## config.mk

```make
export PLATFORM = sky130hd
export DESIGN_NAME = store_buffer
export DESIGN_NICKNAME = d
export VERILOG_FILES = /design/src/rtl/sb_pkg.sv /design/src/rtl/sb_fwd_match.sv /design/src/rtl/store_buffer.sv
export SDC_FILE = /design/constraint.sdc
export NUM_CORES = 1
export LEC_CHECK = 0
export ABC_CLOCK_PERIOD_IN_PS = 19300
export CAP_MARGIN = 10
export CORE_AREA = 2 2 152 154
export CTS_CLUSTER_DIAMETER = 30
export CTS_CLUSTER_SIZE = 25
export DETAILED_ROUTE_END_ITERATION = 12
export DIE_AREA = 0 0 154 156
export PLACE_DENSITY = 0.81
export REMOVE_ABC_BUFFERS = 1
export SKIP_LAST_GASP = 1
export SLEW_MARGIN = 10
export SYNTH_ARGS = -nofsm -noshare
export SYNTH_HDL_FRONTEND = slang
export SYNTH_SLANG_ARGS = --single-unit
```

## constraint.sdc

```tcl
create_clock -name clk -period 19.3 [get_ports clk]
set_input_delay 3.86 -clock clk [delete_from_list [all_inputs] [get_ports clk]]
set_output_delay 3.86 -clock clk [all_outputs]
set_load 0.005 [all_outputs]
```

## src/rtl/sb_pkg.sv

```systemverilog
// Shared types for the post-commit store buffer: entry layout, drain FSM states, default depth.
// No logic; imported by store_buffer and sb_fwd_match.
// Backpressure is not applicable to a package.
package sb_pkg;

    localparam int SB_DEPTH_DEFAULT = 4;

    typedef struct packed {
        logic [31:0] addr;
        logic [31:0] data;
        logic        valid;
    } sb_entry_t;

    typedef enum logic {
        SB_IDLE  = 1'b0,
        SB_WRITE = 1'b1
    } sb_state_e;

endpackage

```

## src/rtl/sb_fwd_match.sv

```systemverilog
// Youngest-match search of a load word address over the buffered stores.
// Latency: combinational, same cycle.
// Backpressure: none; pure lookup.
module sb_fwd_match
    import sb_pkg::*;
#(
    parameter int SB_DEPTH = SB_DEPTH_DEFAULT,
    localparam int PTR_SIZE = $clog2(SB_DEPTH)
) (
    input  sb_entry_t         entries [SB_DEPTH],
    input  logic [PTR_SIZE:0] rd_ptr,
    input  logic [PTR_SIZE:0] wr_ptr,
    input  logic              ld_val,
    input  logic [31:0]       ld_addr,
    output logic              fwd_hit,
    output logic [31:0]       fwd_data
);

    localparam logic [PTR_SIZE:0] PTR_ONE = (PTR_SIZE+1)'(1);

    logic [PTR_SIZE:0] occ;
    logic [PTR_SIZE:0] idx;

    assign occ = wr_ptr - rd_ptr;

    // Walk from the youngest entry (wr_ptr-1) toward the head; first match wins.
    always_comb begin
        fwd_hit  = 1'b0;
        fwd_data = '0;
        idx      = '0;
        for (int i = 0; i < SB_DEPTH; i++) begin
            idx = wr_ptr - PTR_ONE - (PTR_SIZE+1)'(i);
            if (ld_val && !fwd_hit && ((PTR_SIZE+1)'(i) < occ)
                && entries[idx[PTR_SIZE-1:0]].valid
                && (entries[idx[PTR_SIZE-1:0]].addr == ld_addr)) begin
                fwd_hit  = 1'b1;
                fwd_data = entries[idx[PTR_SIZE-1:0]].data;
            end
        end
    end

endmodule

```

## src/rtl/store_buffer.sv

```systemverilog
// In-order post-commit store buffer draining to the data cache; optional load forwarding under SB_LOAD_FWD_EN.
// Latency: push in cycle N -> cache request at N+2; ack in M -> next head presented at M+1.
// Backpressure: sb_full stalls ROB store commit; cache paces the drain with dc_sb_ack.
module store_buffer
    import sb_pkg::*;
#(
    parameter int SB_DEPTH = SB_DEPTH_DEFAULT
) (
    input  logic        clk,
    input  logic        rst_b,
    input  logic        rob_commitmemwrite,
    input  logic [31:0] rob_swaddr,
    input  logic [31:0] rob_swdata,
    output logic        sb_full,
    output logic        sb_empty,
    output logic        sb_dc_wr_en,
    output logic [31:0] sb_dc_addr,
    output logic [31:0] sb_dc_data,
    input  logic        dc_sb_ack,
    input  logic        lsq_ld_val,
    input  logic [31:0] lsq_ld_addr,
    output logic        sb_fwd_hit,
    output logic [31:0] sb_fwd_data
);

    localparam int PTR_SIZE = $clog2(SB_DEPTH);
    localparam logic [PTR_SIZE:0] PTR_ONE = (PTR_SIZE+1)'(1);

    sb_entry_t         entries [SB_DEPTH];
    logic [PTR_SIZE:0] wr_ptr, rd_ptr;
    logic [PTR_SIZE:0] wr_ptr_nxt, rd_ptr_nxt;
    logic [PTR_SIZE:0] occ_nxt;
    logic              push, pop;
    sb_state_e         state, state_nxt;
    sb_entry_t         head;

    assign sb_full  = (wr_ptr[PTR_SIZE-1:0] == rd_ptr[PTR_SIZE-1:0])
                   && (wr_ptr[PTR_SIZE] != rd_ptr[PTR_SIZE]);
    assign sb_empty = (wr_ptr == rd_ptr);

    assign push       = rob_commitmemwrite && !sb_full;
    assign pop        = (state == SB_WRITE) && dc_sb_ack;
    assign wr_ptr_nxt = push ? wr_ptr + PTR_ONE : wr_ptr;
    assign rd_ptr_nxt = pop  ? rd_ptr + PTR_ONE : rd_ptr;
    assign occ_nxt    = wr_ptr_nxt - rd_ptr_nxt;
    assign head       = entries[rd_ptr[PTR_SIZE-1:0]];

    // Push and pop never target the same slot: that needs full (no push) or empty (no pop).
    always_ff @(posedge clk) begin
        if (!rst_b) begin
            wr_ptr <= '0;
            rd_ptr <= '0;
            for (int i = 0; i < SB_DEPTH; i++) begin
                entries[i] <= '0;
            end
        end else begin
            wr_ptr <= wr_ptr_nxt;
            rd_ptr <= rd_ptr_nxt;
            if (push) begin
                entries[wr_ptr[PTR_SIZE-1:0]] <= '{addr: rob_swaddr, data: rob_swdata, valid: 1'b1};
            end
            if (pop) begin
                entries[rd_ptr[PTR_SIZE-1:0]].valid <= 1'b0;
            end
        end
    end

    always_ff @(posedge clk) begin
        if (rst_b) begin
            assert (!(rob_commitmemwrite && sb_full))
                else $error("store_buffer: commit while full, store dropped");
        end
    end

    always_ff @(posedge clk) begin
        if (!rst_b) begin
            state <= SB_IDLE;
        end else begin
            state <= state_nxt;
        end
    end

    always_comb begin
        state_nxt = state;
        case (state)
            SB_IDLE:  if (!sb_empty) state_nxt = SB_WRITE;
            SB_WRITE: if (dc_sb_ack && (occ_nxt == '0)) state_nxt = SB_IDLE;
            default:  state_nxt = SB_IDLE;
        endcase
    end

    // Head fields are only driven during a request so idle/reset outputs read as zero.
    always_comb begin
        sb_dc_wr_en = 1'b0;
        sb_dc_addr  = '0;
        sb_dc_data  = '0;
        if (state == SB_WRITE) begin
            sb_dc_wr_en = 1'b1;
            sb_dc_addr  = head.addr;
            sb_dc_data  = head.data;
        end
    end

`ifdef SB_LOAD_FWD_EN
    sb_fwd_match #(
        .SB_DEPTH (SB_DEPTH)
    ) u_fwd (
        .entries  (entries),
        .rd_ptr   (rd_ptr),
        .wr_ptr   (wr_ptr),
        .ld_val   (lsq_ld_val),
        .ld_addr  (lsq_ld_addr),
        .fwd_hit  (sb_fwd_hit),
        .fwd_data (sb_fwd_data)
    );
`else
    logic unused_ld;
    assign unused_ld   = ^{lsq_ld_val, lsq_ld_addr};
    assign sb_fwd_hit  = 1'b0;
    assign sb_fwd_data = '0;
`endif

endmodule

```

==> impl_metrics.tcl <==
set metrics [dict create \
    status "finished, final reports clean" \
    synth_common_cells "311 x and2_1, 256 x edfxtp_1, 64 x mux4_2, 33 x buf_4, 27 x clkbuf_1" \
    diodes 0 \
    finalCritPeriodShare 0.3709 \
    clk_pin_slew_ns 0.05 \
    core-area_sq_mm 0.02237 \
    num_io_pins 201 \
    clock_latency_ns 0.54 \
    num_vias 6695 \
    crit_fanout 37 \
    critPathRequiredTime_ns 15.44 \
    drc 0 \
    ant_nets 0 \
    fin_worst_skew_ns 0.01644 \
    grt_pass1_vias 6957 \
    initial_core_util 0.5439 \
    portBuffers 134 \
    slew_headroom 0.2167 \
    min_period_ns 7.158 \
    ys.flop_type "edfxtp_1" \
    synth-edff-count 256 \
    critPathCaptureType "output pin" \
    htreeDepth 2 \
    yosys_warnings 0 \
    syn-cell-area_sq_mm 0.01217 \
    final_nets 1027 \
    whs_ns 0.5951 \
    stdcell_area_sq_mm 0.01527 \
    yosysTopAreaCellShare 0.6319 \
    hold_class "reg -> reg" \
    dp_hpwl_microns 12700 \
    cts_setup_buffers 0 \
    tns_ns 0 \
    die_area_sq_mm 0.02402 \
    place_congestion 0.6975 \
    max_freq_ghz 0.1397 \
    cts_tree "built" \
    asyncSetResetFlopFracSynth 0 \
    yosysUniqueCellTypes 35 \
    grt_overflow 0 \
    avgSynthCellArea_sq_um 15.68 \
    drt-vias-per-instance 5.360 \
    slew_viol_final 0 \
    max-vdd-ir-drop_uv 79.67 \
    arrival_ns 3.30 \
    avgRoutedWirePerCell_microns 19.91 \
    grt.total_usage 0.2106 \
    clk_path_buf_depth 3 \
    grt_pass1_wl_microns 38340 \
    synth_top_area_cell "edfxtp_1" \
    die_w_microns 154 \
    grt_max_degree 69 \
    drtPass1Iterations 4 \
    die_y_microns 156 \
    root_buffer "clkbuf_16" \
    seq_area_frac_synth 0.6434 \
    place_area_sq_mm 0.01360 \
    report.power.total_mw 1.718 \
    drt_iter0_markers 340 \
    cts-resized-gates 0 \
    cts_hold_buf 0 \
    setup_viol 0 \
    n_fill_cell 1518 \
    synthTopCellsByArea "edfxtp_1 63%, and2_1 16%, mux4_2 12%" \
    power_density_mw_per_mm2 112.5 \
    antenna_found_initial 0 \
    worst_pin_slew_ns 1.170 \
    cp-start-kind "flip-flop" \
    syn_to_final_growth_pct 25.55 \
    ys_ff_latch 263 \
    rsz0062_at_grt "no" \
    yosysMostFrequentCell "and2_1" \
    cts_buffers 51 \
    syn_inst 776 \
    cts_sinks 263 \
    worstSetupPathType "reg -> out" \
    layout-drive-gt1-share 0.1805 \
    drv_cap 0 \
    wirelength_microns 24870 \
    rows 55 \
    p_leak_nw 5.670 \
    report.final.hold_viol_count 0 \
    final_core_util 0.6829 \
]
[final timing paths]
check / startpoint / to / slack, ns / cells after the start
setup / recovery: rd_ptr[0] / sb_dc_data[4] / 12.14 / 4
hold reg to reg: rd_ptr[2] / rd_ptr[2] / 0.60 / 2
hold / removal: rd_ptr[2] / rd_ptr[2] / 0.60 / 2
setup reg to reg: rd_ptr[1] / entries[2][45] / 15.62 / 5
[power breakdown]
group	leakage [nW]	internal, mW	switching, mW
clock network	0.813	0.575	0.274
logic	2.14	0.0998	0.0805
registers	2.72	0.671	0.0185
total	5.67	1.34	0.373
[cell usage in the layout, fill, tap and decap left out, types with 3 or more instances in the layout]
cell type | Yosys | final
clkinv_2 | 0 | 8
xor2_1 | 4 | 4
and2_1 | 311 | 311
bufinv_16 | 0 | 7
xnor2_1 | 4 | 4
buf_4 | 33 | 9
clkinv_4 | 0 | 3
clkbuf_1 | 27 | 9
nor2b_1 | 3 | 3
clkbuf_16 | 0 | 51
inv_6 | 0 | 3
edfxtp_1 | 256 | 256
clkinv_1 | 0 | 11
nand2_1 | 5 | 5
ha_1 | 4 | 4
clkdlybuf4s50_1 | 0 | 134
clkinvlp_4 | 0 | 3
and2_2 | 12 | 12
dfxtp_1 | 7 | 4
mux4_2 | 64 | 64
conb_1 | 1 | 33
[cells by family after synthesis]
kind of cell	count (synthesis)	share of synthesized area
xor gates and xnor gates	9	0.007610
other	1	0.0003083
adders and majority gates	4	0.004114
AOI/OAI and AO/OA	5	0.002263
buffers and inverters	84	0.04289
and+or+nand+nor	344	0.1792
DFF	263	0.6434
muxes	66	0.1202
[worst max-delay path, cell delays in order (launching register included)]
cell and delay [ns]:
dfxtp_4 0.76, buf_4 0.75, mux4_2 0.60, and2_1 0.19, clkdlybuf4s50_1 0.45
[layer usage]
metal / vias to the layer above / wire length [microns] / track usage
met5: - / 0 / 0
met4: 0 / 472 / 0.06053
met3: 40 / 1215 / 0.04306
met2: 207 / 13330 / 0.3839
met1: 3406 / 9853 / 0.2552
li1: 3042 / - / -
[final cells by class]
| cell class | count | area, sq um | share of cell area |
|---|---|---|---|
| multi-input cells | 461 | 3988 | 0.2611 |
| repair buffers | 143 | 1409 | 0.09224 |
| clock buffers | 60 | 1310 | 0.08577 |
| well taps | 285 | 356.6 | 0.02335 |
| inverters | 2 | 7.507 | 0.0004915 |
| flip-flops and latches | 263 | 7836 | 0.5131 |
| clock inverters | 35 | 366.6 | 0.02400 |
[registers in the layout, indices dropped and copies added, names as in the netlist]
signal and count:
rd_ptr 3, wr_ptr 3, state 1, entries 256
[per-stage QoR]
step           setup slack, ns  cells
2_1_floorplan            10.24    726
3_3_place_gp             12.60   1154
3_5_place_dp             12.57   1154
4_1_cts                  12.01   1249
5_1_grt                  11.89   1249
6_report                 12.14   1249
Note: power is estimated with default switching activity, not from simulation.
